--- src/rtl/div_iter_unit.sv ---
// div_iter_unit: radix-2 restoring divider producing {remainder, quotient} with a one-cycle ready pulse
module div_iter_unit #(
  parameter int WIDTH = 32,
  parameter int CNT_W = 6
) (
  input  logic                 clk,
  input  logic                 rst,
  input  logic                 start_i,
  input  logic                 signed_i,
  input  logic                 annul_i,
  input  logic [WIDTH-1:0]     opdata1_i,
  input  logic [WIDTH-1:0]     opdata2_i,
  output logic [2*WIDTH-1:0]   result_o,
  output logic                 ready_o
);
  typedef enum logic [1:0] {IDLE, RUN, DONE} state_t;
  state_t               r_state, w_state;
  logic [CNT_W-1:0]     r_cnt, w_cnt;
  logic [WIDTH-1:0]     r_dvd, w_dvd, r_dvs, w_dvs, r_rem, w_rem;
  logic                 r_neg_q, w_neg_q, r_neg_r, w_neg_r;
  logic [2*WIDTH-1:0]   r_result, w_result;
  logic [WIDTH-1:0]     w_abs1, w_abs2, w_rem_sh, w_rem_step, w_quo_step;
  logic                 w_ge;
  assign w_abs1     = (signed_i & opdata1_i[WIDTH-1]) ? -opdata1_i : opdata1_i;
  assign w_abs2     = (signed_i & opdata2_i[WIDTH-1]) ? -opdata2_i : opdata2_i;
  assign w_rem_sh   = {r_rem[WIDTH-2:0], r_dvd[WIDTH-1]};
  // the bit shifted out of the remainder is kept in the compare so divisors above 2^(WIDTH-1) still divide correctly
  assign w_ge       = r_rem[WIDTH-1] | (w_rem_sh >= r_dvs);
  assign w_rem_step = w_ge ? w_rem_sh - r_dvs : w_rem_sh;
  assign w_quo_step = {r_dvd[WIDTH-2:0], w_ge};
  assign result_o   = r_result;
  assign ready_o    = (r_state == DONE);
  // state and datapath registers
  always_ff @(posedge clk or posedge rst) begin
    if (rst) begin
      r_state  <= IDLE;
      r_cnt    <= '0;
      r_dvd    <= '0;
      r_dvs    <= '0;
      r_rem    <= '0;
      r_neg_q  <= 1'b0;
      r_neg_r  <= 1'b0;
      r_result <= '0;
    end else begin
      r_state  <= w_state;
      r_cnt    <= w_cnt;
      r_dvd    <= w_dvd;
      r_dvs    <= w_dvs;
      r_rem    <= w_rem;
      r_neg_q  <= w_neg_q;
      r_neg_r  <= w_neg_r;
      r_result <= w_result;
    end
  end
  // next-state: accept in IDLE, one quotient bit per RUN cycle, annul wins over the final step
  always_comb begin
    w_state  = r_state;
    w_cnt    = r_cnt;
    w_dvd    = r_dvd;
    w_dvs    = r_dvs;
    w_rem    = r_rem;
    w_neg_q  = r_neg_q;
    w_neg_r  = r_neg_r;
    w_result = r_result;
    case (r_state)
      IDLE: begin
        if (start_i && !annul_i) begin
          if (opdata2_i == '0) begin
            w_state  = DONE;
            w_result = {opdata1_i, {WIDTH{1'b1}}};
          end else begin
            w_state = RUN;
            w_dvd   = w_abs1;
            w_dvs   = w_abs2;
            w_rem   = '0;
            w_cnt   = '0;
            w_neg_q = signed_i & (opdata1_i[WIDTH-1] ^ opdata2_i[WIDTH-1]);
            w_neg_r = signed_i & opdata1_i[WIDTH-1];
          end
        end
      end
      RUN: begin
        if (annul_i) begin
          w_state = IDLE;
        end else begin
          w_rem = w_rem_step;
          w_dvd = w_quo_step;
          w_cnt = r_cnt + CNT_W'(1);
          if (r_cnt == CNT_W'(WIDTH-1)) begin
            w_state  = DONE;
            w_result = {r_neg_r ? -w_rem_step : w_rem_step, r_neg_q ? -w_quo_step : w_quo_step};
          end
        end
      end
      default: w_state = IDLE;
    endcase
  end
endmodule

--- config.mk ---
export PLATFORM = sky130hd
export DESIGN_NAME = div_iter_unit
export DESIGN_NICKNAME = d
export VERILOG_FILES = /design/src/rtl/div_iter_unit.sv
export SDC_FILE = /design/constraint.sdc
export NUM_CORES = 1
export LEC_CHECK = 0
export BUFFER_PORTS_ARGS = -buffer_cell sky130_fd_sc_hd__buf_2
export CAP_MARGIN = 10
export CORE_ASPECT_RATIO = 0.8
export CORE_UTILIZATION = 25
export CTS_CLUSTER_DIAMETER = 150
export DETAILED_ROUTE_END_ITERATION = 16
export GPL_TIMING_DRIVEN = 0
export PLACE_DENSITY = 0.43
export SLEW_MARGIN = 20
export SYNTH_ARGS = -nofsm -noshare
export SYNTH_HDL_FRONTEND = slang
export SYNTH_SLANG_ARGS = --single-unit
--- constraint.sdc ---
create_clock -name clk -period 10.1 [get_ports clk]
set_clock_uncertainty 0.05 [all_clocks]
set_input_delay 2.525 -clock clk [delete_from_list [all_inputs] [get_ports clk]]
set_output_delay 2.525 -clock clk [all_outputs]
set_load 0.02 [all_outputs]
**After elaboration in Yosys (flattened, before gate mapping)**

Index checks and enable logic that the tools add are counted.

- Add/subtract/negate cells: 6
- Mux-type cells: 27
- Order comparisons: 1
- Reduce and logical (&&, ||, !) cells: 9
- Bitwise operators: 6
- Eq/ne operators: 9

Operators with widths:

| operator | count |
|---|---|
| 32-bit two-way mux | 11 |
| 64-bit two-way mux | 4 |
| 32-bit negator | 4 |
| 32-bit one-hot mux with 2 select lines | 2 |
| 64-bit one-hot mux with 2 select lines | 1 |
| 32-bit >= comparator | 1 |
| 32-bit zero test | 1 |
| 32-bit subtractor | 1 |
| 6-bit two-way mux | 3 |
| 6-bit one-hot mux with 2 select lines | 1 |
| 2-bit inequality test (second input constant) | 5 |
| 2-bit two-way mux | 4 |
| 6-bit by 1-bit adder with 6-bit output (second input constant) | 1 |
| 6-bit by 5-bit == test with 1-bit output (second input constant) | 1 |
| 5-bit AND reduction | 1 |
| 2-bit one-hot mux with 2 select lines | 1 |
| 4-bit AND reduction | 1 |
| 1-bit bitwise AND | 3 |
| 3-bit inequality test (second input constant) | 1 |
| 3-bit AND reduction | 1 |
| 2-bit by 1-bit == test with 1-bit output (second input constant) | 1 |
| 2-bit == test (second input constant) | 1 |
| 2-bit zero test | 1 |
| 2-bit AND reduction | 1 |
| 6 further kinds | 6 |

- Input bits: 69
- Bits in registers: 170
- Output and inout port bits: 65

**Depth between registers and ports, before layout**

- Depth after elaboration: 8
- Mapped depth: 23

**Least setup slack after synthesis**

OpenSTA, ideal clock, no wires.

- Path kind: input -> register
- Start point: in opdata2_i[0]
- End point: reg r_result[0] (netlist: result_o[0])
- Cell stages on the path: 13
- Path slack: 4.781 ns
- Arrival time: 5.187 ns
- Buffers on the path: 2
- Data required time: 9.968 ns
- Path through: inv_1 -> ha_1 -> nor3b_1 -> nand4_1 -> nor3b_1 -> and2_1 -> a211oi_1 -> or4_1 -> inv_1 -> clkbuf_1 -> clkbuf_1 -> nor2_1 -> a31oi_1

- Cells in the longest elaborated chain, start to end: 3

Ends and longest elaborated chain:

| what | line | source |
|---|---|---|
| from (decl) | 12 | `input logic [WIDTH-1:0] opdata2_i,` |
| 32-bit zero test | 68 | `if (opdata2_i == '0) begin` |
| 2-bit inequality test (no source line) | n/a |  |
| 5-bit AND reduction (no source line) | n/a |  |
| to (signal assigned) | 52 | `r_result <= w_result;` |
| to (decl) | 21 | `logic [2*WIDTH-1:0] r_result, w_result;` |

No other way between the ends.
A chain may end at the register's enable or synchronous reset.

**Worst setup path in the final report**

- Start point: in opdata2_i[0]
- End point: reg r_dvd[1]

- Cells in the longest elaborated chain, start to end: 3

Ends and longest elaborated chain:

| what | line | source |
|---|---|---|
| 32-bit zero test | 68 |  |
| 2-bit inequality test (no source line) | n/a |  |
| 4-bit AND reduction (no source line) | n/a |  |
| to (signal assigned) | 47 | `r_dvd <= w_dvd;` |
| to (decl) | 19 | `logic [WIDTH-1:0] r_dvd, w_dvd, r_dvs, w_dvs, r_rem, w_rem;` |

No other way between the ends.

==> results.ini <==
[power]
comb_power_share_pct = 61.0
p_seq_share_pct = 25.0
sw_frac_of_total_pct = 52.51
net-switching-power_mw = 2.477
peakVddDrop_uv = 139.7
pwr-share-clk_pct = 13.9
powerDensity_nw_per_um2 = 321.2
intPower_mw = 2.240
p_leak_nw = 6.093

[route]
route.met2.wl_um = 21120
drcViolationCount = 0
vias = 12563
wirelength_um = 50180
top_layer_used = met5
post_drt_via_cell_ratio = 5.159
wl_met1_um = 25960
drtAntennaViolNets = 0
wl_per_cell_um = 20.61
drt-initial-drc-count = 1031
drt_pre_antenna_iters = 5
route.met3.wl_um = 2445

[clock_network]
postCtsSetupBuffers = 0
cts_root_buf = clkbuf_16
htreeDepth = 4
clockBufferDepth = 2
cts_tree = built
cts_buffers = 17
cts_hold_buf = 0
clkLatencyLatePin_ns = 0.47
cts_sinks = 170
cts.reportedPaths.clkPinSlew_ns = 0.08
ctsResizeCount = 0

[global_route]
grt_use_total_pct = 19.90
grt-ovfl-total = 0
grt_pass1_vias = 12319
grt_pass1_wl_um = 76730
grt_max_degree = 93
antenna_found_initial = 1

[critical_path]
crit_type = in2reg
reg2reg_slack_ns = 3.27
cp-start-kind = primary input
critPathLaunch = opdata2_i[0]
r2r_cells = 23
cp.arrival_ns = 7.38
critPathCaptureType = flop
r2r-start = r_dvd[31]$_DFFE_PP0P_
critPathMaxFanout = 11
required_ns = 10.43
r2r_end = result_o[28]$_DFFE_PP0P_

[logic_synthesis]
synth_top_area_share_pct = 33.80
synth_fp_nets = 1701
ys_seq_area_share_pct = 33.80
yosys.cell_types.count = 88
synth_enable_flop_cells = 0
avgSynthCellArea_um2 = 7.895
ys_dominant_reg_cell = dfrtp_1
synth.area.top_cells = dfrtp_1 34%, o21ai_0 6.8%, nand2_1 5.9%
yosys.area.top_type = dfrtp_1
ys_seq_elements = 170
synth-warning-count = 0
syn_inst = 1594
synthArstFlopShare_pct = 100.0
syn_area_um2 = 12580

[sta]
rsz0062_at_grt = no
worstMarginPinSlew_ns = 1.020
timing.setup.tns_ns = 0
hold_ws_ns = 0.4416
finalCriticalPeriod_ns = 7.045
finalHoldViolCount = 0
finalSetupViolCount = 0
finalCritPeriodShare_pct = 69.75
max_freq_mhz = 141.9
max_slew_margin_pct = 31.99
final_max_slew_viol_count = 0

[hold_path]
whs_path_depth = 2
hold_end = result_o[34]$_DFFE_PP0P_
hp-start = result_o[34]$_DFFE_PP0P_
min_path_type = reg2reg

[floorplanning]
fp-row-count = 73
die_y_um = 202.7
initial_utilization_pct = 25.33
die_area_um2 = 51250
core_um2 = 49690
dieWidth_um = 252.8
io_pins = 134

[cells_and_area]
syn2layout_area_growth_pct = 16.67
mostFrequentLayoutCells = 199 x nand2_1, 171 x o21ai_0, 170 x dfrtp_1, 151 x buf_2, 150 x nor2_1
layout_commonest_cell = nand2_1
nets = 1853
drive_gt1_share_pct = 12.79
fillerInstances = 5509

[run]
drv_cap = 0

[place]
gp_congestion = 0.9130
dp_hpwl_um = 39880
port_buffers = 132

[status]
outcome = complete, no violations

[synthesized netlist by cell type (4+ instances only)]
cell,count
or3_1,33
a21boi_0,5
nand2b_1,15
xnor2_1,45
nor2b_1,8
or4_1,9
nor3b_1,6
o41ai_1,13
a21oi_1,148
buf_1,4
dfrtp_1,170
a22o_1,8
nor4_1,11
o21ai_0,171
or2_2,6
and2_1,17
o21ai_1,13
nand4_1,14
mux2i_1,20
buf_2,19
nand3_1,17
xor2_1,78
o22ai_1,7
o21a_1,7
inv_1,62
clkbuf_1,69
nor3_1,39
o31ai_1,31
mux2_2,4
ha_1,37
o211ai_1,4
a31oi_1,36
o31a_1,5
and3_1,9
nor2_1,150
o211a_1,4
nand2_1,199
a21o_1,16
a211oi_1,14
o22a_1,4
[metal layers]
layer | track usage [%] | vias to the layer above
met1 | 30.58 | 6212
met2 | 29.13 | 310
li1 | - | 6008
met5 | 0 | -
met3 | 2.795 | 31
met4 | 3.983 | 2
[layout make-up]
class                      count  area [µm²]  share of cell area, %
inverter                      63       244.0                  1.662
tap                          675       844.6                  5.752
clock buffer                  18       439.2                  2.991
timing repair buffer         133       688.2                  4.687
sequential                   170        4254                  28.97
clock inverter                14       112.6                 0.7669
buffer                        93       380.4                  2.591
multi-input combinational   1268        7717                  52.56
antenna                        1       2.502                0.01704
[state kept, by name, summed over array words and instances, names as in the netlist]
register and cells:
r_state 2, r_neg_q 1, result_o 64, r_cnt 6, r_dvd 32, r_dvs 32
r_rem 32, r_neg_r 1
[power groups by stage]
stage	clock, mW	combinational (mW)	sequential, mW
floorplan	0	1.86	1.25
global placement	0	2.83	1.19
detailed placement	0	2.85	1.19
CTS	0.669	2.86	1.18
global route	0.695	3.17	1.21
finish	0.657	2.88	1.18
[critical path, stage by stage]
cell	delay [ns]
buf_2	0.11
inv_1	0.10
ha_1	0.19
nor3b_1	0.45
nand4_1	0.30
nor3b_1	0.59
and2_1	0.36
a211oi_1	0.14
nand2_1	0.40
a21o_1	0.17
clkbuf_1	0.55
clkbuf_1	0.83
buf_1	0.46
nand2_1	0.11
o21ai_0	0.09
[per-stage QoR]
stage / util, % / worst slack, ns / power, mW / cell area (µm²) / instances
after detailed placement: 28.43 / 2.686 / 4.040 / 14130 / 2402
after global routing: 29.55 / 2.782 / 5.079 / 14680 / 2434
after global placement: 28.36 / 0.3118 / 4.023 / 14090 / 2401
final: 29.55 / 3.055 / 4.717 / 14680 / 2435
after CTS: 29.55 / 3.179 / 4.710 / 14680 / 2434
after floorplan: - / 2.922 / 3.106 / 12580 / 1594
[worst max path at each step]
stage	endpoint	slack (ns)
6_report	r_dvd[1]$_DFFE_PP0P_	3.05
3_5_place_dp	r_dvd[1]$_DFFE_PP0P_	2.69
5_1_grt	r_dvd[5]$_DFFE_PP0P_	2.78
3_3_place_gp	r_dvs[30]$_DFFE_PP0P_	0.31
2_1_floorplan	r_cnt[0]$_DFFE_PP0P_	2.92
4_1_cts	r_dvd[1]$_DFFE_PP0P_	3.18
[cells by family (layout without fill, tap and decap cells)]
logic type               Yosys count  after routing  share of synthesized area (%)
adder cells (fa/ha/maj)           38             38                          3.838
XOR/XNOR                         123            123                          8.560
multiplexers                      24             24                          1.949
other                              0              1                              0
AND/OR/NAND/NOR                  559            559                          21.47
flip-flops                       170            170                          33.80
AO/OA/AOI/OAI                    524            524                          25.48
buffers and inverters            156            321                          4.901
Note: power is estimated with default switching activity, not from simulation.
